$ cat src/rtl/vga_pkg.sv
// Shared VGA timing definitions: default SVGA 800x600@60 constants, derived
// totals and sync windows, and the registered flag bundle used by the generator.
package vga_pkg;

    function automatic int axis_total(input int active, input int fp, input int sync, input int bp);
        return active + fp + sync + bp;
    endfunction

    function automatic int sync_start(input int active, input int fp);
        return active + fp;
    endfunction

    function automatic int sync_end(input int active, input int fp, input int sync);
        return active + fp + sync - 1;
    endfunction

    // True when 'last' is representable as an unsigned value of 'width' bits.
    function automatic bit fits_width(input int last, input int width);
        if (width >= 31) return 1'b1;
        return (last >> width) == 0;
    endfunction

    localparam int VGA_H_ACTIVE   = 800;
    localparam int VGA_H_FP       = 40;
    localparam int VGA_H_SYNC     = 128;
    localparam int VGA_H_BP       = 88;
    localparam int VGA_V_ACTIVE   = 600;
    localparam int VGA_V_FP       = 1;
    localparam int VGA_V_SYNC     = 4;
    localparam int VGA_V_BP       = 23;
    localparam int VGA_H_SYNC_POL = 1;
    localparam int VGA_V_SYNC_POL = 1;
    localparam int VGA_CW         = 11;

    localparam int VGA_H_TOTAL      = axis_total(VGA_H_ACTIVE, VGA_H_FP, VGA_H_SYNC, VGA_H_BP);
    localparam int VGA_V_TOTAL      = axis_total(VGA_V_ACTIVE, VGA_V_FP, VGA_V_SYNC, VGA_V_BP);
    localparam int VGA_H_SYNC_START = sync_start(VGA_H_ACTIVE, VGA_H_FP);
    localparam int VGA_H_SYNC_END   = sync_end(VGA_H_ACTIVE, VGA_H_FP, VGA_H_SYNC);
    localparam int VGA_V_SYNC_START = sync_start(VGA_V_ACTIVE, VGA_V_FP);
    localparam int VGA_V_SYNC_END   = sync_end(VGA_V_ACTIVE, VGA_V_FP, VGA_V_SYNC);

    typedef struct packed {
        logic hsync;
        logic vsync;
        logic hblnk;
        logic vblnk;
        logic de;
        logic line_start;
        logic frame_start;
    } vga_flags_t;

endpackage

$ cat src/rtl/vga_axis_ctr.sv
// Generic wrapping position counter for one raster axis; exposes the value it
// will take on the next edge so the parent can decode flags in the same edge.
module vga_axis_ctr #(
    parameter int TOTAL = 1056,
    parameter int CW    = 11
) (
    input  logic          pclk,
    input  logic          rst_n,
    input  logic          inc,
    output logic [CW-1:0] count_nxt,
    output logic [CW-1:0] count,
    output logic          wrap_nxt
);

    localparam logic [CW-1:0] LAST = CW'(TOTAL - 1);
    localparam logic [CW-1:0] ONE  = CW'(1);

    assign wrap_nxt = inc && (count == LAST);

    always_comb begin
        // NOTE: default assigned first so no path leaves count_nxt unassigned (no latch).
        count_nxt = count;
        if (wrap_nxt) begin
            count_nxt = '0;
        end else if (inc) begin
            count_nxt = count + ONE;
        end
    end

    always_ff @(posedge pclk or negedge rst_n) begin
        if (!rst_n) begin
            count <= '0;
        end else begin
            // NOTE: non-blocking so every register samples pre-edge values.
            count <= count_nxt;
        end
    end

endmodule

$ cat src/rtl/vga_timing_gen.sv
// Parametrised VGA raster timing generator: counts, sync, blanking, data-enable
// and line/frame strobes, all registered from the next-state counts in one edge.
module vga_timing_gen
    import vga_pkg::*;
#(
    parameter int H_ACTIVE   = VGA_H_ACTIVE,
    parameter int H_FP       = VGA_H_FP,
    parameter int H_SYNC     = VGA_H_SYNC,
    parameter int H_BP       = VGA_H_BP,
    parameter int V_ACTIVE   = VGA_V_ACTIVE,
    parameter int V_FP       = VGA_V_FP,
    parameter int V_SYNC     = VGA_V_SYNC,
    parameter int V_BP       = VGA_V_BP,
    parameter int H_SYNC_POL = VGA_H_SYNC_POL,
    parameter int V_SYNC_POL = VGA_V_SYNC_POL,
    parameter int CW         = VGA_CW
) (
    input  logic          pclk,
    input  logic          rst_n,
    input  logic          en,
    output logic [CW-1:0] hcount,
    output logic [CW-1:0] vcount,
    output logic          hsync,
    output logic          vsync,
    output logic          hblnk,
    output logic          vblnk,
    output logic          de,
    output logic          line_start,
    output logic          frame_start
);

    localparam int H_TOTAL = axis_total(H_ACTIVE, H_FP, H_SYNC, H_BP);
    localparam int V_TOTAL = axis_total(V_ACTIVE, V_FP, V_SYNC, V_BP);

    localparam logic [CW-1:0] H_ACT_C = CW'(H_ACTIVE);
    localparam logic [CW-1:0] V_ACT_C = CW'(V_ACTIVE);
    localparam logic [CW-1:0] H_SS_C  = CW'(sync_start(H_ACTIVE, H_FP));
    localparam logic [CW-1:0] H_SE_C  = CW'(sync_end(H_ACTIVE, H_FP, H_SYNC));
    localparam logic [CW-1:0] V_SS_C  = CW'(sync_start(V_ACTIVE, V_FP));
    localparam logic [CW-1:0] V_SE_C  = CW'(sync_end(V_ACTIVE, V_FP, V_SYNC));

    localparam logic HS_ON = (H_SYNC_POL != 0);
    localparam logic VS_ON = (V_SYNC_POL != 0);

    // Reset presents pixel (0,0): visible, outside both sync windows, no strobe.
    localparam vga_flags_t FLAGS_RST = '{
        hsync:       ~HS_ON,
        vsync:       ~VS_ON,
        hblnk:       1'b0,
        vblnk:       1'b0,
        de:          1'b1,
        line_start:  1'b0,
        frame_start: 1'b0
    };

    if (H_ACTIVE < 1 || H_FP < 1 || H_SYNC < 1 || H_BP < 1) begin : g_bad_h_timing
        $fatal(1, "vga_timing_gen: every horizontal timing parameter must be >= 1");
    end
    if (V_ACTIVE < 1 || V_FP < 1 || V_SYNC < 1 || V_BP < 1) begin : g_bad_v_timing
        $fatal(1, "vga_timing_gen: every vertical timing parameter must be >= 1");
    end
    if (CW < 1 || !fits_width(H_TOTAL - 1, CW)) begin : g_bad_h_width
        $fatal(1, "vga_timing_gen: H_TOTAL-1 does not fit in CW bits");
    end
    if (CW < 1 || !fits_width(V_TOTAL - 1, CW)) begin : g_bad_v_width
        $fatal(1, "vga_timing_gen: V_TOTAL-1 does not fit in CW bits");
    end

    logic [CW-1:0] h_nxt;
    logic [CW-1:0] v_nxt;
    logic          h_wrap_nxt;
    logic          v_wrap_nxt;
    logic          v_inc;
    vga_flags_t    flags_d;
    vga_flags_t    flags_q;

    assign v_inc = en && h_wrap_nxt;

    vga_axis_ctr #(
        .TOTAL (H_TOTAL),
        .CW    (CW)
    ) u_h_ctr (
        .pclk      (pclk),
        .rst_n     (rst_n),
        .inc       (en),
        .count_nxt (h_nxt),
        .count     (hcount),
        .wrap_nxt  (h_wrap_nxt)
    );

    vga_axis_ctr #(
        .TOTAL (V_TOTAL),
        .CW    (CW)
    ) u_v_ctr (
        .pclk      (pclk),
        .rst_n     (rst_n),
        .inc       (v_inc),
        .count_nxt (v_nxt),
        .count     (vcount),
        .wrap_nxt  (v_wrap_nxt)
    );

    // Decoding the next-state counts keeps flags aligned with the counts they describe.
    always_comb begin
        flags_d             = FLAGS_RST;
        flags_d.hblnk       = (h_nxt >= H_ACT_C);
        flags_d.vblnk       = (v_nxt >= V_ACT_C);
        flags_d.hsync       = (h_nxt >= H_SS_C && h_nxt <= H_SE_C) ? HS_ON : ~HS_ON;
        flags_d.vsync       = (v_nxt >= V_SS_C && v_nxt <= V_SE_C) ? VS_ON : ~VS_ON;
        flags_d.de          = !flags_d.hblnk && !flags_d.vblnk;
        flags_d.line_start  = h_wrap_nxt;
        flags_d.frame_start = h_wrap_nxt && v_wrap_nxt;
    end

    always_ff @(posedge pclk or negedge rst_n) begin
        if (!rst_n) begin
            flags_q <= FLAGS_RST;
        end else begin
            flags_q <= flags_d;
        end
    end

    assign hsync       = flags_q.hsync;
    assign vsync       = flags_q.vsync;
    assign hblnk       = flags_q.hblnk;
    assign vblnk       = flags_q.vblnk;
    assign de          = flags_q.de;
    assign line_start  = flags_q.line_start;
    assign frame_start = flags_q.frame_start;

endmodule

$ cat config.mk
export PLATFORM = sky130hd
export DESIGN_NAME = vga_timing_gen
export DESIGN_NICKNAME = d
export VERILOG_FILES = /design/src/rtl/vga_pkg.sv /design/src/rtl/vga_axis_ctr.sv /design/src/rtl/vga_timing_gen.sv
export SDC_FILE = /design/constraint.sdc
export NUM_CORES = 1
export LEC_CHECK = 0
export ABC_AREA = 1
export BUFFER_PORTS_ARGS = -buffer_cell sky130_fd_sc_hd__buf_2
export CORE_ASPECT_RATIO = 1.1
export CORE_MARGIN = 4
export CORE_UTILIZATION = 55
export CTS_CLUSTER_SIZE = 8
export DETAILED_ROUTE_END_ITERATION = 12
export PLACE_DENSITY = 0.84
export SKIP_LAST_GASP = 1
export SYNTH_ARGS = -nofsm -noshare
export SYNTH_HDL_FRONTEND = slang
export SYNTH_SLANG_ARGS = --single-unit
$ cat constraint.sdc
create_clock -name pclk -period 2.45 [get_ports pclk]
set_input_delay 0.3675 -clock pclk [delete_from_list [all_inputs] [get_ports pclk]]
set_output_delay 0.3675 -clock pclk [all_outputs]
set_load 0.005 [all_outputs]
==> flow_summary.ini, run 1 <==
[clocking]
cts_tree = built
clock_latency_ns = 0.33
cts_buffer_depth = 2
cts-root-buf = clkbuf_4
cts_setup_buffers = 0
cts.repair.resized = 0
cts_sinks = 29
h-tree-depth = 2
cts_hold_buf = 0
cts_buffers = 5
cts.clk_slew.worst_paths_ns = 0.10

[synth]
syn_inst = 235
syn_nets = 240
yosysSeqAreaShare_pct = 41.8
syn_area_um2 = 1740
ys_async_sr_fraction_pct = 100
yosys-top-cells-area = dfrtp_1 (40%), nand2_1 (13%), inv_1 (8.0%)
yosysTopAreaCell = dfrtp_1
synth_common_cells = nand2_1 (59), inv_1 (37), nor2_1 (33)
synthFlopType = dfrtp_1
syn_area_per_cell_um2 = 7.40
yosysMostFrequentCell = nand2_1
yosys_register_bits = 29
ys_warn_count = 0
synth_top_area_share_pct = 40.3
synth_edf_count = 0
synth_cell_types = 28

[finish]
drive_gt1_share_pct = 23.7
top_regs = u_h_ctr.count x11, u_v_ctr.count x11
n_antenna_cell = 0
final_nets = 278
syn_to_final_growth_pct = 17.3

[setup_path]
reg2reg_depth = 12
slowest_stage = dfrtp_1
start_kind = register
cpMostUsedCell = nand2_1
crit_buf_inv = 0
cp_cell_sequence = ha_1 -> nand3_1 -> nor2_1 -> nand2_1 -> o21ai_2 -> nand2_2 -> nor2_2 -> nand2_1 -> nor2_1 -> nand2_1 -> nand2_1 -> a21oi_2
cpPeakStageDelay_ns = 0.41
cpLargestDelayFamily = simple AND/OR/NAND/NOR gates
path_class = reg -> reg
crit_path_max_fanout = 5
reg2reg_slack_ns = 0.35
worstSetupEndpointType = register
crit_arrival_ns = 2.34
required_ns = 2.68
r2r-end = vsync
rr_startpoint = u_v_ctr.count[1]

[power]
vdd_drop_max_mv = 0.785
power.static_leakage_nw = 1.14
power_frac_seq_pct = 44.4
p_sw_mw = 0.395
combPwrFrac_pct = 19.5
p_clk_share_pct = 36.1
internal-power_mw = 0.956
swShare_pct = 29.2
p_per_area_nw_per_um2 = 663

[global_routing]
grt_pass1_vias = 1569
grt.total_usage_pct = 21.8
grt_max_degree = 30
grt-ovfl-total = 0
grt_antenna_before_repair = 0
grt_pass1_wl_um = 6650

[detailed_routing]
detail_route.iter0.violations = 106
drt_wl_total_um = 3900
drt_first_pass_iters = 6
num_vias = 1620
final_antenna_net_count = 0
wl_per_cell_um = 12.7
drc = 0
via_per_inst = 5.26

[timing]
fmax_mhz = 475
hold_viol_final = 0
max-slew-margin-rel_pct = 58.1
finalSetupViolCount = 0
slew_viol_final = 0
tightestPinTransition_ns = 0.629
min_period_ns = 2.10
period_share_pct = 85.9
setup_tns_ns = 0
rsz0062_at_grt = no
holdWs_ns = 0.0420
fin_skew_ns = 0.00732

[place]
port_buffers = 31
dp_hpwl_um = 3050
gp_congestion = 0.860

[floorplanning]
num_rows = 21
fp.dieArea_um2 = 4120
io_pins = 32
initial_core_util_pct = 57.0
die_w_um = 61.6
core_um2 = 3050
die_h_um = 67.0

[run]
max-cap-violations = 0

[outcome]
outcome = completed

[worst_hold_path]
hp-class = in -> async
[power by group through the flow]
stage	clock network (mW)	logic [mW]	registers (mW)
floorplan	0	0.171	0.603
global placement	0	0.259	0.607
detailed placement	0	0.268	0.607
CTS	0.504	0.269	0.599
global route	0.522	0.304	0.611
finish	0.488	0.263	0.599
[cell type report]
cell class	instances	area, µm²
multi-input cells	165	857
fillers	259	1010
clock inverters	3	65.1
inverters	41	154
well taps	34	42.5
repair buffers	31	155
clock buffers	5	37.5
flip-flops and latches	29	727
[logic make-up (layout without fill, tap and decap cells)]
logic type	Yosys count	after routing	share of synthesized area [%]
buffers and inverters	41	80	8.85
adder cells (fa/ha/maj)	2	2	1.44
XOR/XNOR	11	11	5.54
AO/OA/AOI/OAI	10	10	4.18
AND/OR/NAND/NOR	142	142	38.2
flip-flops	29	29	41.8
[routing by layer]
layer	share of wire (%)	global-route usage, %	up-vias
met5	0	0	-
met4	4.1	12.5	0
met3	5.1	5.43	13
met2	50	36.5	46
met1	41	24.3	754
li1	-	-	807
[cells in the final DEF, fill, tap and decap left out, types with 3 or more instances in the layout]
cell and count:
inv_2 4, nand3_1 21, nand4_1 5, buf_2 31, clkbuf_4 5, xor2_1 9, nor3_1 5, nand2_2 6
o21ai_2 3, nor2_1 33, nand2_1 59, dfrtp_1 28, inv_1 37, nor2_4 3
[worst max path at each step]
stage                startpoint  endpoint  cells past startpoint
6_report       u_v_ctr.count[1]     vsync                     12
5_1_grt        u_h_ctr.count[5]     vsync                     12
4_1_cts        u_v_ctr.count[0]     vsync                     12
3_5_place_dp   u_v_ctr.count[1]     vsync                     12
3_3_place_gp   u_v_ctr.count[0]     vsync                     12
2_1_floorplan  u_v_ctr.count[0]     vsync                     12
[metrics by stage]
stage	std cells	instance area, µm²	setup WS [ns]	total power, mW	util [%]
final	308	2040	0.346	1.35	66.9
after global routing	308	2040	0.143	1.44	66.9
after CTS	308	2040	0.369	1.37	66.9
after detailed placement	300	1940	0.392	0.875	63.5
after global placement	300	1940	0.442	0.866	63.5
after floorplan	235	1740	0.632	0.774	-
Power figures use the tool's default switching activity.
==> run 2: changes to the inputs <==
- CORE_UTILIZATION: 55 -> 59
- PLACE_DENSITY: 0.84 -> 0.89
- clock period: 2.45 -> 2.5 ns (I/O delays scaled with it)
==> run 2 against run 1 <==
  * Cell area decreased by 1.7%
  * Cell count decreased by 0.32%
  * Via count decreased by 0.93%
  * Clock skew increased by 0.0035 ns
  * Global-route usage increased by 0.79 points
  * Total power decreased by 13%
  * Hold slack got worse by 0.0027 ns
  * First-iteration DRC count decreased by 24%
  * Critical path type unchanged
  * Critical endpoint unchanged
  * Largest cell class unchanged
  * Highest routed layer unchanged
==> flow_summary.ini, run 2 (synthesized netlist as in run 1, its figures left out) <==
[outcome]
outcome = completed

[finish]
fillers = 232
mostFrequentLayoutCell = nand2_1
drive_gt1_share_pct = 23.7
fin_util_pct = 71.5
n_antenna_cell = 0
top_regs = u_h_ctr.count x11, u_v_ctr.count x11
final_nets = 278
syn_to_final_growth_pct = 15.3
final_cell_mix = nand2_1 (59), inv_1 (37), nor2_1 (33)

[clocking]
cts_hold_buf = 0
cts-root-buf = clkbuf_4
cts_tree = built
cts_sinks = 29
cts_buffers = 5
h-tree-depth = 2
cts.repair.resized = 0
cts.clk_slew.worst_paths_ns = 0.09
cts_buffer_depth = 2
clock_latency_ns = 0.33
cts_setup_buffers = 0

[timing]
slew_viol_final = 0
max-slew-margin-rel_pct = 59.6
fmax_mhz = 481
rsz0062_at_grt = no
fin_ws_ns = 0.421
fin_skew_ns = 0.0108
min_period_ns = 2.08
tightestPinTransition_ns = 0.606
setup_tns_ns = 0
period_share_pct = 83.1
holdWs_ns = 0.0393
finalSetupViolCount = 0
hold_viol_final = 0

[global_routing]
grt_antenna_before_repair = 0
grt-ovfl-total = 0
grt.total_usage_pct = 22.6
grt_max_degree = 30
grt_pass1_wl_um = 6580
grt_pass1_vias = 1547

[floorplanning]
fp.dieArea_um2 = 3880
num_rows = 20
initial_core_util_pct = 62.0
die_h_um = 64.9
io_pins = 32
die_w_um = 59.7
core_um2 = 2800

[detailed_routing]
num_vias = 1605
via_per_inst = 5.23
drt_first_pass_iters = 4
wl_per_cell_um = 12.2
detail_route.iter0.violations = 81
final_antenna_net_count = 0
drc = 0
drt_wl_total_um = 3740

[setup_path]
path_class = reg -> reg
cpPeakStageDelay_ns = 0.40
crit_path_max_fanout = 5
slowest_stage = dfrtp_1
crit_arrival_ns = 2.31
required_ns = 2.73
cpMostUsedCell = nand2_1
start_kind = register
cp_cell_sequence = ha_1 -> nand3_1 -> nor2_1 -> nand2_1 -> o21ai_2 -> nand2_2 -> nor2_2 -> nand2_1 -> nor2_1 -> nand2_1 -> nand2_1 -> a21oi_2
worstSetupEndpointType = register

[place]
pre_cts_slack_ns = 0.471
gp_congestion = 0.898
dp_hpwl_um = 2950
port_buffers = 31

[power]
p_per_area_nw_per_um2 = 586
power.static_leakage_nw = 1.12
vdd_drop_max_mv = 0.662

[run]
max-cap-violations = 0

[worst_hold_path]
hp-class = in -> async
run 2: cell count changes in the layout (fill, tap and decap cells not counted), sizes merged:
cell / delta
bufinv: -2
clkbuf: +2
run 2: worst max-delay path, delay by kind of cell (launching register included):
| kind | cells | cell delay [ns] |
|---|---|---|
| flops | 1 | 0.40 |
| compound gates | 2 | 0.21 |
| fa+ha+maj | 1 | 0.26 |
| simple gates | 9 | 1.12 |
run 2: layout make-up:
cell class | count | area (µm²) | share of cell area, %
multi-input combinational | 165 | 857 | 42.8
sequential | 29 | 727 | 36.3
timing repair buffer | 31 | 155 | 7.74
inverter | 41 | 154 | 7.68
clock buffer | 7 | 65.1 | 3.25
tap | 33 | 41.3 | 2.06
clock inverter | 1 | 5.00 | 0.250
run 2: worst paths after layout:
path                                  start               end  slack, ns  depth (start not counted)
max in group asynchronous             rst_n  u_v_ctr.count[5]       2.06                          1
max                        u_v_ctr.count[1]             vsync       0.42                         12
min reg2reg                u_h_ctr.count[2]  u_h_ctr.count[2]       0.57                          1
min in group pclk                        en  u_h_ctr.count[2]       0.37                          3
min                                   rst_n  u_h_ctr.count[4]       0.04                          1
max reg2reg                u_v_ctr.count[1]             vsync       0.42                         12
run 2: report_power, final:
part           internal (mW)  switching, mW
registers              0.516         0.0741
clock network          0.163          0.160
logic                  0.111          0.151
total                  0.790          0.385
run 2: through the flow:
step                      area [µm²]  power (mW)  std cells
final                           2000        1.18        307
after CTS                       2000        1.19        307
after floorplan                 1740       0.759        235
after global placement          1930       0.850        299
after global routing            2000        1.26        307
after detailed placement        1930       0.864        299
run 2: routing by layer:
| layer | vias up | GRT usage (%) | routed length (µm) |
|---|---|---|---|
| met5 | - | 0 | 0 |
| met4 | 0 | 11.9 | 103 |
| met3 | 9 | 4.18 | 268 |
| met2 | 63 | 37.6 | 1830 |
| met1 | 728 | 27.0 | 1540 |
| li1 | 805 | - | - |
